File: src/rtl/load_align_unit.sv
// Multi-cycle RV32I load path: one word-aligned read on a req/gnt/rvalid port,
// then lane extraction and sign/zero extension of the addressed byte/half/word.
module load_align_unit #(
   parameter int TIMEOUT_CYCLES = 255,
   parameter int CNT_W          = 8
) (
   input  logic        clk,
   input  logic        reset,
   input  logic        ld_start,
   input  logic [31:0] ld_addr,
   input  logic [1:0]  LdStrSrc,
   input  logic        ld_unsigned,
   output logic        ld_busy,
   output logic        ld_done,
   output logic        ld_err,
   output logic [31:0] ld_data,
   output logic        mem_req,
   output logic [31:0] mem_addr,
   input  logic        mem_gnt,
   input  logic        mem_rvalid,
   input  logic [31:0] mem_rdata
);

   typedef enum logic [1:0] {S_IDLE, S_REQ, S_WAIT, S_DONE} state_t;

   localparam logic [1:0] SZ_BYTE = 2'b00;
   localparam logic [1:0] SZ_HALF = 2'b01;
   localparam logic [1:0] SZ_WORD = 2'b10;
   localparam logic [CNT_W-1:0] CNT_LAST = CNT_W'(TIMEOUT_CYCLES - 1);

   state_t             state_q, state_d;
   logic [1:0]         off_q, off_d;
   logic [1:0]         size_q, size_d;
   logic               uns_q, uns_d;
   logic [31:0]        mem_addr_q, mem_addr_d;
   logic [CNT_W-1:0]   cnt_q, cnt_d;
   logic               err_q, err_d;
   logic [31:0]        data_q, data_d;
   logic               req_ok;

   function automatic logic is_legal(input logic [1:0] off, input logic [1:0] size);
      logic ok;
      ok = 1'b1;
      if (size == 2'b11)                      ok = 1'b0;
      else if (size == SZ_HALF && off[0])     ok = 1'b0;
      else if (size == SZ_WORD && off != 2'b00) ok = 1'b0;
      return ok;
   endfunction

   function automatic logic [31:0] align_extend(input logic [31:0] word, input logic [1:0] off,
                                                input logic [1:0] size, input logic uns);
      logic [7:0]  b;
      logic [15:0] h;
      logic [31:0] r;
      b = word[8*off +: 8];
      h = off[1] ? word[31:16] : word[15:0];
      case (size)
         SZ_BYTE: r = {{24{b[7]  & ~uns}}, b};
         SZ_HALF: r = {{16{h[15] & ~uns}}, h};
         default: r = word;
      endcase
      return r;
   endfunction

   assign req_ok = is_legal(ld_addr[1:0], LdStrSrc);

   always_ff @(posedge clk or posedge reset) begin
      if (reset) begin
         state_q    <= S_IDLE;
         off_q      <= 2'b00;
         size_q     <= 2'b00;
         uns_q      <= 1'b0;
         mem_addr_q <= 32'h0;
         cnt_q      <= '0;
         err_q      <= 1'b0;
         data_q     <= 32'h0;
      end else begin
         state_q    <= state_d;
         off_q      <= off_d;
         size_q     <= size_d;
         uns_q      <= uns_d;
         mem_addr_q <= mem_addr_d;
         cnt_q      <= cnt_d;
         err_q      <= err_d;
         data_q     <= data_d;
      end
   end

   always_comb begin
      state_d = state_q;
      case (state_q)
         S_IDLE: if (ld_start) state_d = req_ok ? S_REQ : S_DONE;
         S_REQ:  if (mem_gnt) state_d = S_WAIT;
         S_WAIT: if (mem_rvalid || cnt_q == CNT_LAST) state_d = S_DONE;
         S_DONE: state_d = S_IDLE;
         default: state_d = S_IDLE;
      endcase
   end

   // Capture, timeout counting and result registration; rvalid beats timeout.
   always_comb begin
      off_d      = off_q;
      size_d     = size_q;
      uns_d      = uns_q;
      mem_addr_d = mem_addr_q;
      cnt_d      = cnt_q;
      err_d      = err_q;
      data_d     = data_q;
      case (state_q)
         S_IDLE: begin
            if (ld_start) begin
               off_d      = ld_addr[1:0];
               size_d     = LdStrSrc;
               uns_d      = ld_unsigned;
               mem_addr_d = {ld_addr[31:2], 2'b00};
               if (!req_ok) begin
                  err_d  = 1'b1;
                  data_d = 32'h0;
               end
            end
         end
         S_REQ: if (mem_gnt) cnt_d = '0;
         S_WAIT: begin
            if (mem_rvalid) begin
               err_d  = 1'b0;
               data_d = align_extend(mem_rdata, off_q, size_q, uns_q);
            end else if (cnt_q == CNT_LAST) begin
               err_d  = 1'b1;
               data_d = 32'h0;
            end else begin
               cnt_d = cnt_q + CNT_W'(1);
            end
         end
         default: ;
      endcase
   end

   always_comb begin
      mem_req  = (state_q == S_REQ);
      ld_busy  = (state_q != S_IDLE);
      ld_done  = (state_q == S_DONE);
      ld_err   = err_q & (state_q == S_DONE);
      mem_addr = mem_addr_q;
      ld_data  = data_q;
   end

endmodule

File: config.mk
export PLATFORM = sky130hd
export DESIGN_NAME = load_align_unit
export DESIGN_NICKNAME = d
export VERILOG_FILES = /design/src/rtl/load_align_unit.sv
export SDC_FILE = /design/constraint.sdc
export NUM_CORES = 1
export LEC_CHECK = 0
export CORE_MARGIN = 4
export CORE_UTILIZATION = 49
export CTS_BUF_LIST = sky130_fd_sc_hd__clkbuf_8
export CTS_CLUSTER_DIAMETER = 40
export DETAILED_ROUTE_END_ITERATION = 6
export PLACE_DENSITY_LB_ADDON = 0.1
export SETUP_SLACK_MARGIN = 0.02
export SLEW_MARGIN = 20
export SYNTH_ARGS = -nofsm -noshare
export SYNTH_HDL_FRONTEND = slang
export SYNTH_SLANG_ARGS = --single-unit
export TNS_END_PERCENT = 5
File: constraint.sdc
create_clock -name clk -period 7.8 [get_ports clk]
set_input_delay 1.56 -clock clk [delete_from_list [all_inputs] [get_ports clk]]
set_output_delay 1.56 -clock clk [all_outputs]
set_load 0.01 [all_outputs]
Word-level counts from Yosys, hierarchy flattened:

Index checks and enable logic that the tools add are counted.

* register bits: 78
* bits of input ports: 72
* output and inout bits: 68
* word-level logic and storage cells: 66

* eq/ne operators: 15
* shift operators: 1
* $add $sub $neg: 1
* bitwise operators: 4
* mux-type cells: 24
* reduce and logical (&&, ||, !) cells: 13

Operators with widths (count)
* 32-bit two-way mux: 4
* 32-bit one-hot mux with 2 select lines: 2
* 32-bit by 6-bit indexed part select with 8-bit output: 1
* 8-bit two-way mux: 3
* 16-bit two-way mux: 1
* 8-bit one-hot mux with 2 select lines: 1
* 2-bit inequality test, second input constant: 5
* 8-bit by 1-bit adder with 8-bit output, second input constant: 1
* 2-bit == test, second input constant: 4
* 8-bit == test, second input constant: 1
* 2-bit two-way mux: 4
* 2-bit one-hot mux with 4 select lines: 1
* 4-bit AND reduction: 2
* 2-bit nonzero test: 4
* 1-bit two-way mux: 7
* 2-bit by 1-bit == test with 1-bit output, second input constant: 3
* 2-bit logical NOT: 2
* 1-bit bitwise AND: 3
* 3-bit inequality test, second input constant: 1
* 3-bit AND reduction: 1
* 1-bit logical AND: 2
* 2-bit by 1-bit inequality test with 1-bit output, second input constant: 1
* 1-bit one-hot mux with 2 select lines: 1
* 2-bit AND reduction: 1
* other kinds (2): 2

Depth between registers and ports, before layout:

* depth in word-level cells: 8
* gate-level depth with buffers: 8
* depth with buffers taken out: 6

Worst setup path before layout:

No wires, ideal clock.

* kind: input-to-reg
* start: in ld_addr[0]
* end: reg data_q[15] (netlist: ld_data[15])
* setup time: 0.075 ns
* path slack: 5.059 ns
* cell stages on the path: 5
* path buffers: 1
* arrival: 2.666 ns
* data required time: 7.725 ns
* path through: a21oi_2 a2111oi_4 o31ai_2 buf_6 o2bb2ai_2

* word-level cells in the longest chain between the ends: 7
* elaborated cells between the ends (all ways): 8
* those cells by class: 1 x eq/ne; 3 x mux; 4 x reduce/logical

RTL lines
* from (decl): RTL line 10 `input logic [31:0] ld_addr,`
* 2-bit nonzero test: RTL line 46 `else if (size == SZ_WORD && off != 2'b00) ok = 1'b0;`
* 1-bit logical AND: RTL line 46
* 1-bit two-way mux: RTL line 46
* 1-bit two-way mux (*): RTL line 45 `else if (size == SZ_HALF && off[0]) ok = 1'b0;`
* 1-bit two-way mux (*): RTL line 44 `if (size == 2'b11) ok = 1'b0;`
* 2-bit inequality test (no line) (*)
* 4-bit AND reduction (no line) (*)
* to (signal assigned): RTL line 85 `data_q <= data_d;`
* to (decl): RTL line 38 `logic [31:0] data_q, data_d;`

Every way passes the cells marked *; elsewhere a longest branch is shown, timed or not.
A chain may end at the register's enable or synchronous reset.

Final worst setup path:

* start: in ld_addr[0]
* end: reg data_q[25] (netlist: ld_data[25])

The elaborated chain is that of the path after synthesis.

==> impl_metrics.env <==
export IMPL_run_status="finished clean"
export IMPL_drtPass1Iterations=4
export IMPL_p_leak_nw=2.23
export IMPL_antenna_found_initial=0
export IMPL_worst_hold_path_type="reg -> reg"
export IMPL_layout_common_cells="clkdlybuf4s50_1, dfrtp_1, mux2_2"
export IMPL_post_cts_resized=0
export IMPL_dieArea_mm2=0.00916
export IMPL_cts_max_path_buffers=2
export IMPL_syn_area_per_cell_um2=12.3
export IMPL_yosys_most_used_dff="dfrtp_1"
export IMPL_grt_pass1_wl_mm=15.8
export IMPL_wire_per_inst_um=18.6
export IMPL_numCtsBuffers=9
export IMPL_hold_start="ld_data[16]"
export IMPL_path_class="in -> reg"
export IMPL_die_w_um=95.7
export IMPL_synth_edf_count=0
export IMPL_power_switching_uw=779
export IMPL_clock_skew_ns=0.0122
export IMPL_clk_insertion_delay_late_ns=0.35
export IMPL_drive_above_1_share=0.165
export IMPL_grt_max_degree=68
export IMPL_setup_viol=0
export IMPL_finalHoldViolations=0
export IMPL_vias_per_cell=5.62
export IMPL_drc_errors=0
export IMPL_cp_required_ns=8.07
export IMPL_netSwitchingFraction=0.374
export IMPL_rsz0062_at_grt="false"
export IMPL_grt_use_total=0.227
export IMPL_grt_pass1_vias=3203
export IMPL_r2r_start="state_q[0]"
export IMPL_synth_area_mm2=0.00377
export IMPL_period_needed_ns=3.40
export IMPL_worstMarginPinSlew_ns=1.08
export IMPL_crit_arrival_ns=3.68
export IMPL_rr_worst_depth=7
export IMPL_start_kind="input pin"
export IMPL_pwr_density_cell_mw_per_mm2=383
export IMPL_cts_tree="yes"
export IMPL_start_util=0.512
export IMPL_cts_clk_slew_worst_paths_ns=0.09
export IMPL_area_growth_synth_to_final_pct=44.3
export IMPL_async_flop_share=1.00
export IMPL_synth_seq_cells=78
export IMPL_grt_overflow_total=0
export IMPL_ant_nets=0
export IMPL_critPathMaxFanout=11
export IMPL_setup_tns_ns=0
export IMPL_fmax_ghz=0.294
export IMPL_wl_mm=10.2
export IMPL_vias=3081
export IMPL_routabilityCongestion=0.886
export IMPL_ir_drop_mv=0.244
export IMPL_antenna_cells=0
export IMPL_rrSetupSlack_ns=5.35
export IMPL_ys_types=49
export IMPL_final_common_cell="clkdlybuf4s50_1"
export IMPL_p_comb_frac=0.495
export IMPL_htreeDepth=3
export IMPL_io_buffer_count=137
export IMPL_nets=523
export IMPL_coreArea_mm2=0.00737
export IMPL_cts_root_buf="clkbuf_8"
export IMPL_postCtsSetupRepairBufs=0
export IMPL_synthCells=307
export IMPL_hpwlAfterDp_mm=7.42
export IMPL_slew_headroom=0.278
export IMPL_fp_row_count=31
export IMPL_clkPwrFrac=0.162
export IMPL_yosysSeqAreaShare=0.518
export IMPL_p_total_mw=2.08
export IMPL_fin_crit_sh=0.437
export IMPL_min_to="ld_data[16]"
export IMPL_holdPathStages=1
export IMPL_die_y_um=95.7
export IMPL_critPathCaptureType="flip-flop"
export IMPL_max_cap_viol_count=0
export IMPL_cts_sinks=78
export IMPL_drtIter0Drc=143
export IMPL_r2r_end="ld_data[25]"
export IMPL_drv_slew=0
export IMPL_yosysWarnings=0
export IMPL_pwr_share_seq=0.343
export IMPL_boundaryPins=140
export IMPL_postCtsHoldBufs=0
export IMPL_p_int_mw=1.31
==> through the flow <==
step | setup WS (ns) | utilization | cells | cell area [um^2] | hold slack [ns]
CTS | 4.40 | 0.738 | 548 | 5440 | 0.501
finish | 4.40 | 0.738 | 548 | 5440 | 0.503
detailed placement | 4.08 | 0.708 | 532 | 5220 | 0.479
global route | 4.28 | 0.738 | 548 | 5440 | 0.512
global placement | 4.18 | 0.708 | 532 | 5220 | 0.474
floorplan | 4.24 | - | 308 | 3770 | 0.481
==> cells in the mapped netlist (all sizes together) (6+ instances only) <==
cell	instances	area [um^2]
ha	7	87.6
o21ai	11	55.1
nand2b	10	62.6
mux2i	12	120
dfrtp	78	1950
mux2	35	394
o2bb2ai	25	282
nand2	15	56.3
clkbuf	7	26.3
a32o	7	70.1
inv	10	37.5
a21oi	27	143
buf	9	56.3
o221ai	8	70.1
nor3	6	30.0
==> registers in the layout, summed over array words and instances (netlist names) <==
| signal | count |
|---|---|
| ld_data | 32 |
| size_q | 2 |
| uns_q | 1 |
| state_q | 2 |
| mem_addr | 30 |
| off_q | 2 |
| err_q | 1 |
| cnt_q | 8 |
==> critical path, cell delays in order <==
cell and delay [ns]:
clkdlybuf4s50_1 0.57, a21oi_2 0.13, a2111oi_4 0.64, o31ai_2 0.30, buf_4 0.29, o2bb2ai_1 0.19
==> worst max path at each step <==
stage	slack, ns	from	to	cells after the start
CTS	4.40	state_q[0]	ld_busy	4
global placement	4.18	ld_addr[0]	ld_data[25]	6
detailed placement	4.08	ld_addr[0]	ld_data[25]	6
floorplan	4.24	reset	cnt_q[0]	1
global route	4.28	ld_addr[0]	ld_data[25]	6
finish	4.40	ld_addr[0]	ld_data[25]	6
==> power by group through the flow <==
stage               Sequential, mW  Clock [mW]  Combinational [mW]
CTS                          0.713       0.343                1.04
detailed placement           0.718           0                1.03
global placement             0.709           0                1.01
floorplan                    0.731           0               0.550
finish                       0.716       0.337                1.03
global route                 0.736       0.359                1.12
==> kinds of logic (layout without fill, tap and decap cells) <==
family                     after synthesis  count (layout)  synth area share
AOI/OAI and AO/OA                       94              94             0.207
DFF                                     78              78             0.518
and+or+nand+nor                         53              53            0.0770
muxes                                   48              48             0.142
buffers and inverters                   26             167            0.0319
adders and majority gates                7               7            0.0232
other                                    1               2          0.000995
==> final cells by class <==
cell class | instances | area (um^2)
inverter | 10 | 38.8
sequential | 78 | 1950
tap | 99 | 124
clock inverter | 7 | 97.6
timing repair buffer | 141 | 1400
fill | 562 | 1930
clock buffer | 9 | 124
multi-input combinational | 204 | 1700
==> layer usage <==
layer	share of wire	global-route usage	wire, um
met3	0.083	0.0876	847
met2	0.49	0.371	4990
met5	0	0	0
met1	0.41	0.279	4180
met4	0.014	0.0699	145
Power figures use the tool's default switching activity.
